**config.mk**
```make
export PLATFORM = sky130hd
export DESIGN_NAME = key_expand_seq
export DESIGN_NICKNAME = d
export VERILOG_FILES = /design/src/rtl/aes_pkg.sv /design/src/rtl/key_expand_seq_round_key.sv /design/src/rtl/key_expand_seq.sv
export SDC_FILE = /design/constraint.sdc
export NUM_CORES = 2
export LEC_CHECK = 0
export BUFFER_PORTS_ARGS = -buffer_cell sky130_fd_sc_hd__buf_2
export CAP_MARGIN = 30
export CELL_PAD_IN_SITES_DETAIL_PLACEMENT = 1
export CELL_PAD_IN_SITES_GLOBAL_PLACEMENT = 2
export CORE_MARGIN = 2
export CORE_UTILIZATION = 45
export DETAILED_ROUTE_END_ITERATION = 16
export GPL_ROUTABILITY_DRIVEN = 0
export PLACE_DENSITY = 0.95
export SKIP_LAST_GASP = 1
export SLEW_MARGIN = 0
export SYNTH_ARGS = -nofsm -noshare
export SYNTH_HDL_FRONTEND = slang
export SYNTH_SLANG_ARGS = --single-unit
export TNS_END_PERCENT = 30
```
**constraint.sdc**
```tcl
create_clock -name clk -period 53.6 [get_ports clk]
set_input_delay 10.72 -clock clk [delete_from_list [all_inputs] [get_ports clk]]
set_output_delay 10.72 -clock clk [all_outputs]
set_load 0.01 [all_outputs]
```
**src/rtl/aes_pkg.sv**
```systemverilog
// -----------------------------------------------------------------------------
// aes_pkg
// Shared AES-128 constants, key-expansion FSM encoding and the byte-level
// helpers (GF(2^8) multiply, S-box, SubWord, Rcon) used by the RoundKey stage.
// No ports.
// -----------------------------------------------------------------------------
package aes_pkg;

  localparam int AES_KEY_W      = 128;
  localparam int AES_NUM_ROUNDS = 10;
  localparam int AES_RND_W      = 4;

  typedef enum logic [1:0] {
    IDLE   = 2'd0,
    EXPAND = 2'd1,
    READY  = 2'd2
  } ke_state_t;

  // Multiply in GF(2^8) modulo x^8 + x^4 + x^3 + x + 1.
  function automatic logic [7:0] gf_mul(input logic [7:0] a, input logic [7:0] b);
    logic [7:0] acc;
    logic [7:0] aa;
    acc = 8'h00;
    aa  = a;
    for (int i = 0; i < 8; i++) begin
      if (b[i]) acc = acc ^ aa;
      aa = {aa[6:0], 1'b0} ^ (aa[7] ? 8'h1b : 8'h00);
    end
    return acc;
  endfunction

  // S-box computed rather than tabulated: multiplicative inverse as x^254
  // (x^2 * x^4 * ... * x^128, which also maps 0 to 0), then the affine map.
  function automatic logic [7:0] sbox_byte(input logic [7:0] x);
    logic [7:0] sq;
    logic [7:0] inv;
    sq  = x;
    inv = 8'h01;
    for (int i = 0; i < 7; i++) begin
      sq  = gf_mul(sq, sq);
      inv = gf_mul(inv, sq);
    end
    return inv ^ {inv[6:0], inv[7]} ^ {inv[5:0], inv[7:6]} ^
           {inv[4:0], inv[7:5]} ^ {inv[3:0], inv[7:4]} ^ 8'h63;
  endfunction

  function automatic logic [31:0] sub_word(input logic [31:0] w);
    return {sbox_byte(w[31:24]), sbox_byte(w[23:16]),
            sbox_byte(w[15:8]),  sbox_byte(w[7:0])};
  endfunction

  function automatic logic [7:0] rcon(input logic [AES_RND_W-1:0] r);
    logic [7:0] rc;
    case (r)
      4'd1:    rc = 8'h01;
      4'd2:    rc = 8'h02;
      4'd3:    rc = 8'h04;
      4'd4:    rc = 8'h08;
      4'd5:    rc = 8'h10;
      4'd6:    rc = 8'h20;
      4'd7:    rc = 8'h40;
      4'd8:    rc = 8'h80;
      4'd9:    rc = 8'h1b;
      4'd10:   rc = 8'h36;
      default: rc = 8'h00;
    endcase
    return rc;
  endfunction

endpackage

```
**src/rtl/key_expand_seq_round_key.sv**
```systemverilog
// -----------------------------------------------------------------------------
// key_expand_seq_round_key
// Combinational RoundKey stage: derives round key r from round key r-1.
// Ports:
//   key_prev_i  previous round key (word 0 in bits 127:96)
//   rnd_i       round number 1..10 (selects Rcon)
//   key_next_o  next round key
// -----------------------------------------------------------------------------
module key_expand_seq_round_key
  import aes_pkg::*;
(
  input  logic [AES_KEY_W-1:0] key_prev_i,
  input  logic [AES_RND_W-1:0] rnd_i,
  output logic [AES_KEY_W-1:0] key_next_o
);

  logic [31:0] w0, w1, w2, w3;
  logic [31:0] t;
  logic [31:0] n0, n1, n2, n3;

  assign {w0, w1, w2, w3} = key_prev_i;

  // RotWord then SubWord then Rcon on the top byte.
  assign t  = sub_word({w3[23:0], w3[31:24]}) ^ {rcon(rnd_i), 24'h000000};
  assign n0 = w0 ^ t;
  assign n1 = w1 ^ n0;
  assign n2 = w2 ^ n1;
  assign n3 = w3 ^ n2;

  assign key_next_o = {n0, n1, n2, n3};

endmodule

```
**src/rtl/key_expand_seq.sv**
```systemverilog
// -----------------------------------------------------------------------------
// key_expand_seq
// Sequential AES-128 key expansion: accepts a cipher key over valid/ready,
// derives one round key per clock into an 11-entry register file, then serves
// registered reads by index.
// Optional build macro: KEY_EXP_ZEROIZE_EN adds the zeroize input, which clears
// the register file and rk_out and returns the FSM to IDLE.
// Ports:
//   clk, rst           clock (rising edge), asynchronous active-high reset
//   zeroize            (KEY_EXP_ZEROIZE_EN only) synchronous wipe
//   key_in/key_valid/key_ready  key handshake
//   busy, keys_valid   expansion in progress / all round keys stable
//   rd_en, rd_idx      read request and index (0..10; larger reads as zero)
//   rk_out, rd_valid   registered read data, valid for one cycle
// Handshake: a key transfers on a rising edge where key_valid and key_ready
// are both high; key_ready is high in IDLE and READY, low during EXPAND.
// -----------------------------------------------------------------------------
module key_expand_seq
  import aes_pkg::*;
#(
  parameter int NUM_ROUNDS = AES_NUM_ROUNDS
) (
  input  logic                 clk,
  input  logic                 rst,
`ifdef KEY_EXP_ZEROIZE_EN
  input  logic                 zeroize,
`endif
  input  logic [AES_KEY_W-1:0] key_in,
  input  logic                 key_valid,
  output logic                 key_ready,
  output logic                 busy,
  output logic                 keys_valid,
  input  logic                 rd_en,
  input  logic [AES_RND_W-1:0] rd_idx,
  output logic [AES_KEY_W-1:0] rk_out,
  output logic                 rd_valid
);

  localparam logic [AES_RND_W-1:0] LAST_RND = AES_RND_W'(NUM_ROUNDS);

  ke_state_t              state_q, state_d;
  logic [AES_RND_W-1:0]   rnd_q, rnd_d;
  logic [AES_KEY_W-1:0]   rf_q [0:NUM_ROUNDS];
  logic [AES_KEY_W-1:0]   rk_out_q, rk_out_d;
  logic                   rd_valid_q, rd_valid_d;
  logic                   zero_req;
  logic                   accept;
  logic [AES_KEY_W-1:0]   prev_key, next_key, rd_data;

`ifdef KEY_EXP_ZEROIZE_EN
  assign zero_req = zeroize;
`else
  assign zero_req = 1'b0;
`endif

  // Zeroize wins over a simultaneous key handshake.
  assign accept = key_valid & key_ready & ~zero_req;

  // ---------------- FSM: state register ----------------
  always_ff @(posedge clk or posedge rst) begin
    if (rst) begin
      state_q <= IDLE;
      rnd_q   <= '0;
    end else begin
      state_q <= state_d;
      rnd_q   <= rnd_d;
    end
  end

  // ---------------- FSM: next state ----------------
  always_comb begin
    state_d = state_q;
    rnd_d   = rnd_q;
    unique case (state_q)
      IDLE, READY: begin
        if (accept) begin
          state_d = EXPAND;
          rnd_d   = 4'd1;
        end
      end
      EXPAND: begin
        // Counter parks at the last round instead of wrapping.
        if (rnd_q == LAST_RND) state_d = READY;
        else                   rnd_d   = rnd_q + 4'd1;
      end
      default: state_d = IDLE;
    endcase
    if (zero_req) begin
      state_d = IDLE;
      rnd_d   = '0;
    end
  end

  // ---------------- FSM: outputs ----------------
  always_comb begin
    key_ready  = 1'b0;
    busy       = 1'b0;
    keys_valid = 1'b0;
    unique case (state_q)
      IDLE:    key_ready = 1'b1;
      EXPAND:  busy      = 1'b1;
      READY: begin
        key_ready  = 1'b1;
        keys_valid = 1'b1;
      end
      default: ;
    endcase
  end

  // ---------------- Expansion datapath ----------------
  always_comb begin
    prev_key = '0;
    for (int i = 1; i <= NUM_ROUNDS; i++) begin
      if (rnd_q == AES_RND_W'(i)) prev_key = rf_q[i-1];
    end
  end

  key_expand_seq_round_key u_round_key (
    .key_prev_i (prev_key),
    .rnd_i      (rnd_q),
    .key_next_o (next_key)
  );

  // Register file has no reset; stale entries are hidden by keys_valid.
`ifdef KEY_EXP_ZEROIZE_EN
  always_ff @(posedge clk) begin
    if (zeroize) begin
      for (int i = 0; i <= NUM_ROUNDS; i++) rf_q[i] <= '0;
    end else begin
      if (accept) rf_q[0] <= key_in;
      if (state_q == EXPAND) begin
        for (int i = 1; i <= NUM_ROUNDS; i++) begin
          if (rnd_q == AES_RND_W'(i)) rf_q[i] <= next_key;
        end
      end
    end
  end
`else
  always_ff @(posedge clk) begin
    if (accept) rf_q[0] <= key_in;
    if (state_q == EXPAND) begin
      for (int i = 1; i <= NUM_ROUNDS; i++) begin
        if (rnd_q == AES_RND_W'(i)) rf_q[i] <= next_key;
      end
    end
  end
`endif

  // ---------------- Read port ----------------
  // Reads sample the pre-edge array, so a read alongside a new key sees
  // the old contents.
  always_comb begin
    rd_data = '0;
    for (int i = 0; i <= NUM_ROUNDS; i++) begin
      if (rd_idx == AES_RND_W'(i)) rd_data = rf_q[i];
    end
  end

  always_comb begin
    rd_valid_d = rd_en & keys_valid & ~zero_req;
    rk_out_d   = rd_valid_d ? rd_data : rk_out_q;
    if (zero_req) rk_out_d = '0;
  end

  always_ff @(posedge clk or posedge rst) begin
    if (rst) begin
      rk_out_q   <= '0;
      rd_valid_q <= 1'b0;
    end else begin
      rk_out_q   <= rk_out_d;
      rd_valid_q <= rd_valid_d;
    end
  end

  assign rk_out   = rk_out_q;
  assign rd_valid = rd_valid_q;

endmodule

```
==> results.sh <==
export IMPL_syn_to_final_growth_pct=9.664
export IMPL_yosys_warnings=0
export IMPL_syn_nets=13200
export IMPL_critical_path_class="reg -> reg"
export IMPL_netlist_instances=13040
export IMPL_grt_pass1_vias=115900
export IMPL_clockBufferDepth=3
export IMPL_initialDrtViolationCount=17050
export IMPL_worstSetupStartpointType="flop"
export IMPL_overflow=0
export IMPL_dp_cells=16330
export IMPL_ant_nets=0
export IMPL_drc=0
export IMPL_start_util_pct=45.31
export IMPL_top_layer="met5"
export IMPL_nNetsFinal=13110
export IMPL_max_freq_mhz=40.00
export IMPL_hold_viol=0
export IMPL_setup_tns_ns=0
export IMPL_stdcell_count=16680
export IMPL_antenna_found_initial=39
export IMPL_drt_pass1_iterations=10
export IMPL_wl_mm=514.0
export IMPL_synth_distinct_cells=130
export IMPL_synth_top_flop_cell="edfxtp_1"
export IMPL_wl_met2_mm=230.7
export IMPL_critPathTopFamily="XOR/XNOR gates"
export IMPL_ys_ff_latch=1543
export IMPL_cp_slowest_cell="xnor3_1"
export IMPL_cp_slowest_stage_delay_ns=0.98
export IMPL_ys_seq_area_share_pct=37.19
export IMPL_wl_met3_mm=61.52
export IMPL_crit_path_frequent_cell="xnor2_1"
export IMPL_die_area_um2=277000
export IMPL_tightest_slew_ns=1.269
export IMPL_crit_cells=69
export IMPL_synth_largest_area_cell="edfxtp_1"
export IMPL_dieHeight_um=526.4
export IMPL_clk_latency_ns=0.88
export IMPL_yosysMostFrequentCell="xnor2_1"
export IMPL_path_clk_slew_ns=0.06
export IMPL_dp_hpwl_mm=327.5
export IMPL_synth_commonest_cells="xnor2_1 (1831), nor2_1 (1540), edfxtp_1 (1408), a21oi_1 (1191), nand2_1 (1112)"
export IMPL_grt_pass1_wl_mm=755.9
export IMPL_cp_max_fo=48
export IMPL_via_per_inst=6.810
export IMPL_clock_sinks=1543
export IMPL_slew_headroom_pct=15.41
export IMPL_post_cts_buffers=0
export IMPL_fin_worst_skew_ns=0.06513
export IMPL_fp_row_count=191
export IMPL_rsz0062_at_grt="no"
export IMPL_multi_input_area_um2=73300
export IMPL_synthTopCellsByArea="edfxtp_1 (34%), xnor2_1 (13%), a21oi_1 (4.9%)"
export IMPL_crit_buf_inv=13
export IMPL_grt_total_usage_pct=35.64
export IMPL_synth_async_reset_ratio_pct=8.749
export IMPL_die_w_um=526.4
export IMPL_setup_viol=0
export IMPL_hold_path_cell_count=2
export IMPL_port_buffers=267
export IMPL_ctsHoldBuffers=0
export IMPL_vias=113600
export IMPL_synth_area_per_cell_um2=9.416
export IMPL_drt_met1_wl_mm=185.2
export IMPL_cts_root_buf="clkbuf_16"
export IMPL_post_drt_wl_per_cell_um=30.81
export IMPL_coreArea_um2=271000
export IMPL_cts_tree="built"
export IMPL_htree_levels=4
export IMPL_io_pins=268
export IMPL_required_ns=54.13
export IMPL_synth_top_cell_area_share_pct=34.44
export IMPL_arrival_ns=25.53
export IMPL_syn_area_um2=122800
export IMPL_timing_hold_ws_ns=0.4795
export IMPL_seq_area_um2=45660
export IMPL_final_layout_size_suffix_gt1_share_pct=10.95
export IMPL_r2r_cells=69
export IMPL_fin_crit_sh_pct=46.64
export IMPL_end_kind="flop"
export IMPL_maxCapViolCount=0
export IMPL_min_path_type="reg -> reg"
export IMPL_ctsResizeCount=0
export IMPL_slew_viol_final=0
export IMPL_grt_max_degree=143
export IMPL_fill_cells=30390
export IMPL_synth_edff_count=1408
export IMPL_outcome="finished clean"
export IMPL_layout_min_cycle_time_ns=25.00
export IMPL_numCtsBuffers=166
area by class of cell:
class	instances	share of cell area (%)
timing repair buffer	707	3.713
clock buffer	210	3.305
antenna	23	0.04274
sequential	1543	33.91
clock inverter	100	0.9367
multi-input combinational	10410	54.44
inverter	118	0.3345
tap	3570	3.317
metal layers:
layer  up-vias  GRT usage, %
met5         -             0
li1      47330             -
met4        28         22.98
met2      8030         55.80
met3      2037         8.882
met1     56180         43.75
flip-flops by register name, summed over array words and instances, names as in the netlist:
| register | cells |
|---|---|
| state_q | 2 |
| rk_out | 128 |
| rf_q | 1408 |
| rd_valid | 1 |
| rnd_q | 4 |
worst reg2reg max path, delay by kind of cell (launching register included):
| kind | cells | cell delay [ns] |
|---|---|---|
| compound gates | 14 | 3.67 |
| xor+xnor | 25 | 8.79 |
| fa+ha+maj | 5 | 2.77 |
| buf+inv | 13 | 5.19 |
| flops | 1 | 0.49 |
| mux | 1 | 0.20 |
| simple gates | 11 | 3.59 |
worst paths after layout:
check                           slack, ns     endpoint        start
worst max-delay path                28.60  rf_q[1][93]     rnd_q[0]
worst min-delay path                 0.48  rk_out[107]  rk_out[107]
worst max register to register      28.60  rf_q[1][93]     rnd_q[0]
worst min register to register       0.48  rk_out[107]  rk_out[107]
max in group asynchronous           42.10     rnd_q[3]          rst
min in group asynchronous            9.98   rk_out[81]          rst
metrics by stage:
| step | area (µm²) | util (%) | setup slack [ns] |
|---|---|---|---|
| after floorplan | 122800 | - | 35.84 |
| final | 134600 | 49.69 | 28.60 |
| after global routing | 134600 | 49.67 | 27.37 |
| after global placement | 128300 | 47.33 | 29.63 |
| after detailed placement | 128600 | 47.47 | 29.46 |
| after CTS | 134400 | 49.58 | 29.09 |
placed cells by master (no fill, tap or decap), drive strengths merged, types with 28 or more instances in the layout:
master     n
a221oi   168
a31oi    178
o22a      28
a22oi    515
and3      38
a32oi     28
edfxtp  1408
a211o     29
xnor3    231
nand2b    70
nand3b    34
nor3     227
nand4     57
nor2    1551
a222oi    94
and2      47
buf      702
clkbuf   215
o22ai    144
xor2     507
o21ai    601
inv      117
nand2   1115
xnor2   1971
xor3      30
nand3    204
a21oi   1197
or3       57
dfrtp    135
mux2      35
mux2i    210
o211ai   262
clkinv    73
o21a      34
or2       34
o221ai    33
nor2b     88
a211oi   159
kinds of logic (layout without fill, tap and decap cells):
kind of cell             after synthesis  in the layout  share of synthesized area [%]
AO/OA/AOI/OAI                       3770           3770                          20.06
XOR/XNOR                            2739           2739                          23.79
adder cells (fa/ha/maj)               26             26                         0.2629
buffers and inverters               1085           1135                          3.699
flip-flops                          1543           1543                          37.19
multiplexers                         249            249                          2.109
other                                  0             23                              0
AND/OR/NAND/NOR                     3628           3628                          12.89
Power is left out: the tool's default activity adds up to more than one toggle a clock period on the data nets, which glitch-free logic cannot reach.
